File: src/rtl/mem_port_arb.sv
// mem_port_arb
//   Shares the single core memory port between instruction fetch (I side) and load/store
//   (D side). At most one memory transaction is outstanding at a time. Each response is
//   routed back only to the side that issued the request.
//
//   A new request may issue in the same cycle that the outstanding response is accepted.
//   This creates an intentional combinational path from m_rsp_* to m_req_*. The block adds
//   no latency and does not buffer requests.
//
//   A request that is presented to memory but not yet accepted is locked to its side, so the
//   fields on m_req_* stay stable until the memory port takes them.
//
// Configuration macro
//   MEM_PORT_ARB_RR_EN  undefined: fixed priority, D side beats I side.
//                       defined:   round robin against the last granted side.
//
// Parameters
//   AW  address width
//   DW  data width (DW/8 byte strobes)
//
// Ports
//   clk, rst_n                          clock, asynchronous active-low reset
//   i_req_vld/rdy, i_req_pc             fetch request
//   i_rsp_vld/rdy, i_rsp_ir             fetch response
//   d_req_vld/rdy, d_req_addr/we/wdata/wstrb   load/store request
//   d_rsp_vld/rdy, d_rsp_rdata          load/store response
//   m_req_vld/rdy, m_req_addr/we/wdata/wstrb   memory request (muxed from the winner)
//   m_rsp_vld/rdy, m_rsp_rdata          memory response

module mem_port_arb #(
    parameter int unsigned AW = 32,
    parameter int unsigned DW = 32
) (
    input  logic              clk,
    input  logic              rst_n,

    input  logic              i_req_vld,
    output logic              i_req_rdy,
    input  logic [AW-1:0]     i_req_pc,
    output logic              i_rsp_vld,
    input  logic              i_rsp_rdy,
    output logic [DW-1:0]     i_rsp_ir,

    input  logic              d_req_vld,
    output logic              d_req_rdy,
    input  logic [AW-1:0]     d_req_addr,
    input  logic              d_req_we,
    input  logic [DW-1:0]     d_req_wdata,
    input  logic [DW/8-1:0]   d_req_wstrb,
    output logic              d_rsp_vld,
    input  logic              d_rsp_rdy,
    output logic [DW-1:0]     d_rsp_rdata,

    output logic              m_req_vld,
    input  logic              m_req_rdy,
    output logic [AW-1:0]     m_req_addr,
    output logic              m_req_we,
    output logic [DW-1:0]     m_req_wdata,
    output logic [DW/8-1:0]   m_req_wstrb,
    input  logic              m_rsp_vld,
    output logic              m_rsp_rdy,
    input  logic [DW-1:0]     m_rsp_rdata
);

    typedef enum logic [0:0] {StIdle, StBusy} state_e;

    // Encoding of the owner, lock_owner and grant registers.
    localparam logic SideI = 1'b0;
    localparam logic SideD = 1'b1;

    state_e state_q, state_d;
    logic   owner_q, owner_d;
    logic   lock_q, lock_d;
    logic   lock_owner_q, lock_owner_d;

    logic   busy;
    logic   rsp_hs;
    logic   can_issue;
    logic   arb_win;
    logic   win;
    logic   win_vld;
    logic   req_hs;

`ifdef MEM_PORT_ARB_RR_EN
    logic   last_grant_q, last_grant_d;
`endif

    // ------------------------------------------------------------------
    // Arbitration
    // ------------------------------------------------------------------
    always_comb begin
`ifdef MEM_PORT_ARB_RR_EN
        if (i_req_vld && d_req_vld) begin
            arb_win = ~last_grant_q;
        end else begin
            arb_win = d_req_vld ? SideD : SideI;
        end
`else
        // D side wins any tie, so loads and stores never stall behind fetch.
        arb_win = d_req_vld ? SideD : SideI;
`endif
    end

    always_comb begin
        busy = (state_q == StBusy);

        // Only the owner's ready is forwarded. An unexpected response while idle is refused.
        m_rsp_rdy = busy && ((owner_q == SideD) ? d_rsp_rdy : i_rsp_rdy);
        rsp_hs    = busy && m_rsp_vld && m_rsp_rdy;
        can_issue = !busy || rsp_hs;

        // A presented but unaccepted request keeps its grant until memory takes it.
        win     = lock_q ? lock_owner_q : arb_win;
        win_vld = (win == SideD) ? d_req_vld : i_req_vld;

        m_req_vld = can_issue && win_vld;
        req_hs    = m_req_vld && m_req_rdy;

        i_req_rdy = req_hs && (win == SideI);
        d_req_rdy = req_hs && (win == SideD);

        if (win == SideD) begin
            m_req_addr  = d_req_addr;
            m_req_we    = d_req_we;
            m_req_wdata = d_req_wdata;
            m_req_wstrb = d_req_wstrb;
        end else begin
            m_req_addr  = i_req_pc;
            m_req_we    = 1'b0;
            m_req_wdata = '0;
            m_req_wstrb = '0;
        end
    end

    // ------------------------------------------------------------------
    // Response routing
    // ------------------------------------------------------------------
    always_comb begin
        i_rsp_vld   = busy && m_rsp_vld && (owner_q == SideI);
        d_rsp_vld   = busy && m_rsp_vld && (owner_q == SideD);
        i_rsp_ir    = m_rsp_rdata;
        d_rsp_rdata = m_rsp_rdata;
    end

    // ------------------------------------------------------------------
    // Next state
    // ------------------------------------------------------------------
    always_comb begin
        state_d      = state_q;
        owner_d      = owner_q;
        lock_d       = lock_q;
        lock_owner_d = lock_owner_q;

        if (req_hs) begin
            // A new issue either starts a transaction or replaces the one that just responded.
            state_d = StBusy;
            owner_d = win;
            lock_d  = 1'b0;
        end else if (rsp_hs) begin
            state_d = StIdle;
        end

        if (m_req_vld && !m_req_rdy) begin
            lock_d       = 1'b1;
            lock_owner_d = win;
        end
    end

`ifdef MEM_PORT_ARB_RR_EN
    always_comb begin
        last_grant_d = req_hs ? win : last_grant_q;
    end
`endif

    always_ff @(posedge clk or negedge rst_n) begin
        if (!rst_n) begin
            state_q      <= StIdle;
            owner_q      <= SideI;
            lock_q       <= 1'b0;
            lock_owner_q <= SideI;
`ifdef MEM_PORT_ARB_RR_EN
            last_grant_q <= SideI;
`endif
        end else begin
            state_q      <= state_d;
            owner_q      <= owner_d;
            lock_q       <= lock_d;
            lock_owner_q <= lock_owner_d;
`ifdef MEM_PORT_ARB_RR_EN
            last_grant_q <= last_grant_d;
`endif
        end
    end

`ifndef SYNTHESIS
    // Memory must not answer when nothing is outstanding.
    a_no_rsp_when_idle : assert property (
        @(posedge clk) disable iff (!rst_n) !((state_q == StIdle) && m_rsp_vld)
    ) else $error("mem_port_arb: m_rsp_vld while idle");
`endif

endmodule

File: config.mk
export PLATFORM = sky130hd
export DESIGN_NAME = mem_port_arb
export DESIGN_NICKNAME = d
export VERILOG_FILES = /design/src/rtl/mem_port_arb.sv
export SDC_FILE = /design/constraint.sdc
export NUM_CORES = 1
export LEC_CHECK = 0
export CORE_AREA = 2 2 110 112
export DETAILED_ROUTE_END_ITERATION = 8
export DIE_AREA = 0 0 112 114
export GPL_TIMING_DRIVEN = 0
export PLACE_DENSITY = 0.59
export SETUP_SLACK_MARGIN = 0.2
export SYNTH_ARGS = -nofsm -noshare
export SYNTH_HDL_FRONTEND = slang
export SYNTH_SLANG_ARGS = --single-unit
File: constraint.sdc
create_clock -name clk -period 1.4 [get_ports clk]
set_clock_uncertainty 0.05 [all_clocks]
set_input_delay 0.14 -clock clk [delete_from_list [all_inputs] [get_ports clk]]
set_output_delay 0.14 -clock clk [all_outputs]
set_load 0.02 [all_outputs]
==> impl_metrics.yaml, run 1 <==
outcome:
  outcome: "finished, violations left"
  violations: "setup timing"
logic_synthesis:
  synth_top_area_share_pct: 31.9
  syn-num-nets: 309
  ys_ff_latch: 4
  synth_cell_types: 24
  syn_area_mm2: 0.00151
  synth.avg_cell_area_um2: 8.97
  synth_warnings: 0
  synthCells: 168
  seq_area_frac_synth_pct: 6.64
  synth_area_leaders: "buf_4 32%, mux2_4 30%, nor2b_1 16%"
  yosysTopAreaCell: "buf_4"
place:
  dp_cells: 562
  hpwl_mm: 6.18
  gp_congestion: 0.706
  post_dp_cell_area_mm2: 0.00418
  port-buffer-count: 247
timing:
  setup_viol: 73
  timing.final.crit_period_ns: 1.87
  worst_pin_slew_ns: 0.209
  rsz0062_at_grt: "yes"
  fmax_mhz: 535
  fin_crit_sh_pct: 133
  slew_violations: 0
  relSlewSlack_pct: 85.8
  hold_violations: 0
  whs_ns: 0.0863
  setup_ws_ns: -0.468
power:
  p_int_w: 0.00448
  leakage_nw: 2.24
  clock_power_share_pct: 5.8
  comb_power_share_pct: 90.9
  switching_share_pct: 41.1
  netSwitchingPower_w: 0.00313
  power_density_mw_per_mm2: 1600
  seqPwrFrac_pct: 3.3
  peakVddDrop_mv: 0.701
critical_path:
  cp.arrival_ns: 1.68
  cp.required_ns: 1.21
  worstSetupEndpointType: "output port"
  worst_setup_path_start_kind: "flip-flop"
  crit_type: "reg -> out"
  r2r_slack_ns: -0.11
  crit_fanout: 10
routing:
  drcViolationCount: 0
  drt-initial-drc-count: 30
  wl_per_cell_um: 13.0
  wirelength_mm: 7.54
  ant_nets: 0
  dr.pass1.iters: 4
  vias: 2087
  viasPerCell: 3.60
clocking:
  clock_sinks: 4
  clockBufferDepth: 2
  tritoncts: "built"
  cts_buffers: 3
  insertion_delay_ns: 0.22
  cts_root_buf: "clkbuf_16"
  htreeDepth: 1
  clk_pin_slew_ns: 0.03
floorplan:
  dieWidth_um: 112
  rows: 40
  core_mm2: 0.0117
  die_y_um: 114
  die-area_mm2: 0.0128
  initial_core_util_pct: 12.9
  ios: 280
grt:
  grt_pass1_wl_mm: 10.2
  grt_pass1_vias: 2037
  antenna_found_initial: 0
  grt-ovfl-total: 0
  grt_usage_pct: 9.74
  grt_max_degree: 11
layout:
  fill_cells: 1145
  final_cell_mix: "170 x clkdlybuf4s50_1, 83 x buf_4, 55 x buf_6"
  final_cells: 579
  syn_to_final_growth_pct: 216
  fin_nets: 575
  final_common_cell: "clkdlybuf4s50_1"
  drive_gt1_share_pct: 53.5
  n_antenna_cell: 0
  design_area_mm2: 0.00477
min_path:
  hold_class: "in -> async"
job:
  cap_violations: 0
==> final timing paths <==
path | to | from | cells after the start
worst min register to register | busy | busy | 2
worst min-delay path | busy | rst_n | 1
worst max register to register | owner_q | lock_q | 6
min in group clk | busy | m_rsp_vld | 4
max in group asynchronous | lock_q | rst_n | 1
worst max-delay path | m_req_addr[10] | lock_q | 5
==> per-stage QoR <==
step	TNS, ns	power [W]	setup slack (ns)	utilization [%]
4_1_cts	-25.22	0.00658	-0.476	37.5
6_report	-27.15	0.00760	-0.468	40.7
5_1_grt	-31.31	0.00797	-0.537	40.7
2_1_floorplan	-5.42	0.00318	-0.128	-
3_5_place_dp	-75.75	0.00544	-1.11	35.7
3_3_place_gp	-76.17	0.00542	-1.12	35.7
==> state kept, by name, indices dropped and copies added, names as in the netlist <==
name and cells:
busy 1, lock_owner_q 1, lock_q 1, owner_q 1
==> routing by layer <==
| metal | track usage [%] | part of all wire, % | vias up |
|---|---|---|---|
| met3 | 2.39 | 9.4 | 4 |
| met4 | 1.71 | 0.62 | 0 |
| met5 | 0 | 0 | - |
| li1 | - | - | 1010 |
| met1 | 10.3 | 33 | 941 |
| met2 | 19.6 | 57 | 132 |
==> critical path, stage by stage, from the launching register on <==
cell	delay [ns]
dfrtp_2	0.39
mux2i_4	0.28
buf_12	0.18
buf_12	0.15
mux2_4	0.29
buf_2	0.16
==> cells by family after synthesis <==
kind of cell / share of synthesized area (%)
buffers and inverters: 35.9
and+or+nand+nor: 19.3
muxes: 34.2
AOI/OAI and AO/OA: 3.90
DFF: 6.64
==> power by group through the flow <==
stage / clock network, W / logic (W) / registers (W)
CTS: 0.000454 / 0.00588 / 0.000247
detailed placement: 0 / 0.00519 / 0.000247
global route: 0.000463 / 0.00725 / 0.000261
global placement: 0 / 0.00517 / 0.000243
finish: 0.000442 / 0.00691 / 0.000249
floorplan: 0 / 0.00295 / 0.000233
==> synthesized netlist by cell type, drive strengths merged <==
cell    count
and2        1
dfrtp       4
o211a       1
buf        68
o21ai       2
o211ai      1
nand2       2
clkbuf      3
a32o        1
inv         3
nor2        3
nand3       1
mux2i       3
a21oi       1
a21boi      1
mux2       32
nor2b      40
or3b        1
==> area by class of cell <==
cell class	instances	area, µm²	share of cell area [%]
timing repair buffer	261	2680	56.3
multi-input combinational	90	1090	22.8
buffer	71	626	13.1
tap	147	184	3.86
sequential	4	101	2.13
clock buffer	3	75.1	1.58
inverter	3	11.3	0.236
==> repair_timing <==
action / CTS / global route
setup endpoints to repair: 79 / 79
hold buffers: 0 / 0
buffers inserted: 6 / 3
cloned: 1 / 4
pin swaps: 1 / 1
gates resized for setup: 428 / 73
hold endpoints to repair: 0 / 0
Note: power is estimated with default switching activity, not from simulation.
==> inputs of run 2 (changes only) <==
--- a/config.mk
+++ b/config.mk
@@ -6,9 +6,11 @@
 export NUM_CORES = 1
 export LEC_CHECK = 0
 export CORE_AREA = 2 2 110 112
+export CTS_CLUSTER_SIZE = 16
 export DETAILED_ROUTE_END_ITERATION = 8
 export DIE_AREA = 0 0 112 114
 export GPL_TIMING_DRIVEN = 0
+export HOLD_SLACK_MARGIN = 0.08
 export PLACE_DENSITY = 0.59
 export SETUP_SLACK_MARGIN = 0.2
 export SYNTH_ARGS = -nofsm -noshare
==> results of run 2 <==
Same layout as run 1: the final DEF is identical, and so are final timing and power.
